==> src/rtl/alu_share_ctrl.sv <==
// Round-robin controller sharing one external combinational ALU between two
// valid/ready requesters; operands are registered to the ALU, results captured a cycle later.
module alu_share_ctrl #(
    parameter int WIDTH = 4,
    parameter int OPW   = 2,
    parameter int CNTW  = 8
) (
    input  logic             clk,
    input  logic             rst,
    input  logic             req0_valid,
    output logic             req0_ready,
    input  logic [WIDTH-1:0] req0_a,
    input  logic [WIDTH-1:0] req0_b,
    input  logic [OPW-1:0]   req0_op,
    input  logic             req1_valid,
    output logic             req1_ready,
    input  logic [WIDTH-1:0] req1_a,
    input  logic [WIDTH-1:0] req1_b,
    input  logic [OPW-1:0]   req1_op,
    output logic             resp0_valid,
    input  logic             resp0_ready,
    output logic             resp1_valid,
    input  logic             resp1_ready,
    output logic [WIDTH-1:0] resp_result,
    output logic             resp_overflow,
    output logic             resp_zero,
    output logic [WIDTH-1:0] alu_a,
    output logic [WIDTH-1:0] alu_b,
    output logic [OPW-1:0]   alu_op,
    input  logic [WIDTH-1:0] alu_result,
    input  logic             alu_overflow,
    input  logic             alu_zero,
    output logic             busy,
    output logic [CNTW-1:0]  ops_done
);

    typedef enum logic [1:0] {
        IDLE = 2'd0,
        EXEC = 2'd1,
        RESP = 2'd2
    } state_t;

    state_t            state_q, state_d;
    logic              owner_q, owner_d;
    logic              last_grant_q, last_grant_d;
    logic [WIDTH-1:0]  alu_a_q, alu_a_d;
    logic [WIDTH-1:0]  alu_b_q, alu_b_d;
    logic [OPW-1:0]    alu_op_q, alu_op_d;
    logic [WIDTH-1:0]  res_q, res_d;
    logic              ovf_q, ovf_d;
    logic              zero_q, zero_d;
    logic              resp0_valid_q, resp0_valid_d;
    logic              resp1_valid_q, resp1_valid_d;
    logic [CNTW-1:0]   ops_q, ops_d;
    logic              grant_valid_s;
    logic              grant_s;

    // Next-state, grant selection and datapath register updates
    always_comb begin
        state_d       = state_q;
        owner_d       = owner_q;
        last_grant_d  = last_grant_q;
        alu_a_d       = alu_a_q;
        alu_b_d       = alu_b_q;
        alu_op_d      = alu_op_q;
        res_d         = res_q;
        ovf_d         = ovf_q;
        zero_d        = zero_q;
        resp0_valid_d = resp0_valid_q;
        resp1_valid_d = resp1_valid_q;
        ops_d         = ops_q;
        grant_valid_s = 1'b0;
        grant_s       = 1'b0;
        case (state_q)
            IDLE: begin
                // On a tie the port that did not win last time is served.
                if (req0_valid && req1_valid) begin
                    grant_valid_s = 1'b1;
                    grant_s       = ~last_grant_q;
                end else if (req0_valid) begin
                    grant_valid_s = 1'b1;
                    grant_s       = 1'b0;
                end else if (req1_valid) begin
                    grant_valid_s = 1'b1;
                    grant_s       = 1'b1;
                end else begin
                    grant_valid_s = 1'b0;
                    grant_s       = 1'b0;
                end
                if (grant_valid_s) begin
                    owner_d      = grant_s;
                    last_grant_d = grant_s;
                    state_d      = EXEC;
                    if (grant_s) begin
                        alu_a_d  = req1_a;
                        alu_b_d  = req1_b;
                        alu_op_d = req1_op;
                    end else begin
                        alu_a_d  = req0_a;
                        alu_b_d  = req0_b;
                        alu_op_d = req0_op;
                    end
                end else begin
                    state_d = IDLE;
                end
            end
            EXEC: begin
                res_d         = alu_result;
                ovf_d         = alu_overflow;
                zero_d        = alu_zero;
                resp0_valid_d = ~owner_q;
                resp1_valid_d = owner_q;
                state_d       = RESP;
            end
            RESP: begin
                if ((resp0_valid_q && resp0_ready) || (resp1_valid_q && resp1_ready)) begin
                    resp0_valid_d = 1'b0;
                    resp1_valid_d = 1'b0;
                    state_d       = IDLE;
                    if (ops_q != {CNTW{1'b1}}) begin
                        ops_d = ops_q + {{(CNTW-1){1'b0}}, 1'b1};
                    end else begin
                        ops_d = ops_q;
                    end
                end else begin
                    state_d = RESP;
                end
            end
            default: begin
                state_d       = IDLE;
                resp0_valid_d = 1'b0;
                resp1_valid_d = 1'b0;
            end
        endcase
    end

    // State and datapath registers with synchronous reset
    always_ff @(posedge clk) begin
        if (rst) begin
            state_q       <= IDLE;
            owner_q       <= 1'b0;
            last_grant_q  <= 1'b1;
            alu_a_q       <= {WIDTH{1'b0}};
            alu_b_q       <= {WIDTH{1'b0}};
            alu_op_q      <= {OPW{1'b0}};
            res_q         <= {WIDTH{1'b0}};
            ovf_q         <= 1'b0;
            zero_q        <= 1'b0;
            resp0_valid_q <= 1'b0;
            resp1_valid_q <= 1'b0;
            ops_q         <= {CNTW{1'b0}};
        end else begin
            state_q       <= state_d;
            owner_q       <= owner_d;
            last_grant_q  <= last_grant_d;
            alu_a_q       <= alu_a_d;
            alu_b_q       <= alu_b_d;
            alu_op_q      <= alu_op_d;
            res_q         <= res_d;
            ovf_q         <= ovf_d;
            zero_q        <= zero_d;
            resp0_valid_q <= resp0_valid_d;
            resp1_valid_q <= resp1_valid_d;
            ops_q         <= ops_d;
        end
    end

    // Ready is a combinational decode of the IDLE-state grant.
    assign req0_ready    = grant_valid_s & ~grant_s;
    assign req1_ready    = grant_valid_s & grant_s;
    assign resp0_valid   = resp0_valid_q;
    assign resp1_valid   = resp1_valid_q;
    assign resp_result   = res_q;
    assign resp_overflow = ovf_q;
    assign resp_zero     = zero_q;
    assign alu_a         = alu_a_q;
    assign alu_b         = alu_b_q;
    assign alu_op        = alu_op_q;
    assign busy          = (state_q != IDLE);
    assign ops_done      = ops_q;

endmodule
==> config.mk <==
export PLATFORM = sky130hd
export DESIGN_NAME = alu_share_ctrl
export DESIGN_NICKNAME = d
export VERILOG_FILES = /design/src/rtl/alu_share_ctrl.sv
export SDC_FILE = /design/constraint.sdc
export NUM_CORES = 1
export LEC_CHECK = 0
export CORE_AREA = 2 2 63 65
export DETAILED_ROUTE_END_ITERATION = 16
export DIE_AREA = 0 0 65 67
export PLACE_DENSITY = 0.73
export SYNTH_ARGS = -nofsm -noshare
export SYNTH_HDL_FRONTEND = slang
export SYNTH_SLANG_ARGS = --single-unit
==> constraint.sdc <==
create_clock -name clk -period 1.4 [get_ports clk]
set_input_delay 0.21 -clock clk [delete_from_list [all_inputs] [get_ports clk]]
set_output_delay 0.21 -clock clk [all_outputs]
set_load 0.03 [all_outputs]
==> flow_metrics.tcl <==
set metrics [dict create \
    ys_ff_latch 30 \
    ant_nets 0 \
    die_area_sq_um 4360 \
    syn_inst 132 \
    critical_path_required_ns 1.57 \
    io_pins 61 \
    antenna_found_initial 0 \
    cts_made_buffers 5 \
    synthTopCellsByCount "dfxtp_1 (30), nor2_1 (20), nand2_1 (14)" \
    fin_total_pwr_mw 2.23 \
    cts.sinks 30 \
    fin_nets 240 \
    yosys.area_share.xor_xnor 0.0139 \
    status "finished, final reports clean" \
    syn2layout_area_growth_pct 70.3 \
    finalSetupTns_ns 0 \
    tritoncts "done" \
    min_from "resp_result[3]$_SDFFE_PP0N_" \
    worst_pin_slew_ns 0.423 \
    synth_compound_area_frac 0.225 \
    cap_violations 0 \
    drv_slew 0 \
    syn_nets 165 \
    antenna_cells 0 \
    start_util 0.350 \
    ys_seq_area_frac 0.476 \
    port_buffers 60 \
    cts.reportedPaths.clkPinSlew_ns 0.07 \
    post-route-drc-count 0 \
    wl_microns 3730 \
    syn_avg_cell_area_sq_um 9.56 \
    synth_edf_count 0 \
    hold_class "flop to flop" \
    drtIter0Drc 140 \
    overflow 0 \
    synth_area_leaders "dfxtp_1 (48%), a222oi_1 (7.9%), nor2_1 (5.9%)" \
    synth_top_cell_area_share 0.476 \
    synth_fa_ha_area_frac 0.00991 \
    crit_type "flop to flop" \
    vias_per_cell 5.27 \
    fmaxAchievable_mhz 714 \
    power_density_nw_per_um2 1040 \
    wl_per_cell_microns 14.6 \
    end_kind "flop" \
    slew_headroom 0.718 \
    yosysTopAreaCell "dfxtp_1" \
    drt_pass1_iterations 4 \
    arrival_ns 1.57 \
    grt_max_degree 18 \
    period_needed_ns 1.40 \
    gp_congestion 0.786 \
    syn_area_sq_um 1260 \
    finalHoldViolations 0 \
    setup_viol 0 \
    whs_ns 0.455 \
    die_w_microns 65 \
    clockBufferDepth 2 \
    finClkSkew_ns 0.00706 \
    dp_hpwl_microns 2680 \
    std_cell_rows 22 \
    r2r-start "state_q[0]$_SDFF_PP0_" \
    yosysUniqueCellTypes 37 \
    synth_ff_type "dfxtp_1" \
    max_stage_delay_ns 0.32 \
    synth_top_family_by_area "compound AO/OA/AOI/OAI gates" \
    yosys_warnings 0 \
    path_cells "buf_4, nand2b_4, nor3_4, nand4_1, mux2_2" \
    grtUsageTotal 0.176 \
    p_leak_nw 0.968 \
    synth-simple-area-share 0.211 \
    crit_start "state_q[0]$_SDFF_PP0_" \
    fp.dieH_microns 67 \
    htreeDepth 2 \
    slowest_stage "dfxtp_2" \
    synthMuxAreaShare 0.0168 \
    irDropWorstVdd_v 0.000605 \
    rsz0062_at_grt "yes" \
    worst_setup_path_start_kind "flop" \
    grt_pass1_vias 1412 \
    core_area_sq_um 3610 \
    clk-insertion-delay-late_ns 0.27 \
    drive_above_1_share 0.250 \
    synth_most_common_cell "dfxtp_1" \
    crit_fanout 5 \
    async_flop_share 0 \
    grt_pass1_wl_microns 5910 \
    clockRootBuffer "clkbuf_8" \
    vias 1348 \
    post-route-period-util 1.00 \
]
-- final timing paths --
path / cells after the start / slack, ns / to
setup / recovery: 5 / 0.0004 / ops_done[5]$_SDFFE_PP0P_
setup reg to reg: 5 / 0.0004 / ops_done[5]$_SDFFE_PP0P_
hold reg to reg: 2 / 0.46 / resp_result[3]$_SDFFE_PP0N_
hold / removal: 2 / 0.46 / resp_result[3]$_SDFFE_PP0N_
-- layout by cell type (no fill, tap or decap), types with 3 or more instances in the layout --
master	instances
a21oi_1	9
a222oi_1	10
buf_4	16
clkbuf_8	6
clkdlybuf4s50_1	28
dfxtp_1	20
dfxtp_2	4
dfxtp_4	6
dlygate4sd2_1	26
dlymetal6s2s_1	3
nand2_1	14
nor2_1	19
nor2b_1	4
-- critical path: cells and delay by family (launching register included) --
family                 cells  cell delay (ns)
AND/OR/NAND/NOR            3             0.54
buffers and inverters      1             0.14
flip-flops                 1             0.32
multiplexers               1             0.29
-- state kept, by name, summed over array words and instances, names as in the netlist, 2 cells and up --
| name | cells |
|---|---|
| ops_done | 8 |
| resp_result | 4 |
| alu_b | 4 |
| state_q | 2 |
| alu_op | 2 |
| alu_a | 4 |
-- logic make-up (layout without fill, tap and decap cells) --
group | Yosys count | after routing
and+or+nand+nor | 53 | 54
DFF | 30 | 30
AOI/OAI and AO/OA | 34 | 34
muxes | 2 | 2
adders and majority gates | 1 | 1
xor gates and xnor gates | 2 | 2
buffers and inverters | 10 | 85
-- cell type report --
| class | instances | area [sq um] |
|---|---|---|
| flip-flops and latches | 30 | 628 |
| repair buffers | 75 | 697 |
| clock buffers | 6 | 82.6 |
| inverters | 2 | 7.51 |
| multi-input cells | 93 | 662 |
| fillers | 317 | 1460 |
| well taps | 48 | 60.1 |
| clock inverters | 2 | 12.5 |
-- power by group --
part	internal, mW	switching, mW
clock	0.394	0.323
sequential	0.905	0.0363
combinational	0.264	0.309
-- per-stage QoR --
step	setup WS, ns	util	cells	cell area [sq um]
final	0.000356	0.596	256	2150
after global routing	-0.0771	0.596	256	2150
after CTS	-0.00407	0.582	253	2100
after detailed placement	-0.333	0.554	243	2000
after global placement	-0.286	0.554	243	2000
after floorplan	0.0203	-	132	1300
-- timing repair --
action,in CTS,in global routing
setup endpoints to repair,34,11
resized for setup,35,7
gates cloned,0,1
buffers inserted,2,2
hold buffers,0,0
pin swaps,5,8
-- routing by layer --
metal | part of all wire | vias to the layer above | GRT usage
met5 | 0 | - | 0
met2 | 0.54 | 60 | 0.341
li1 | - | 640 | -
met4 | 0.0091 | 0 | 0.0559
met3 | 0.065 | 5 | 0.0456
met1 | 0.39 | 643 | 0.184
No activity file was read; power rests on OpenSTA's default activity.
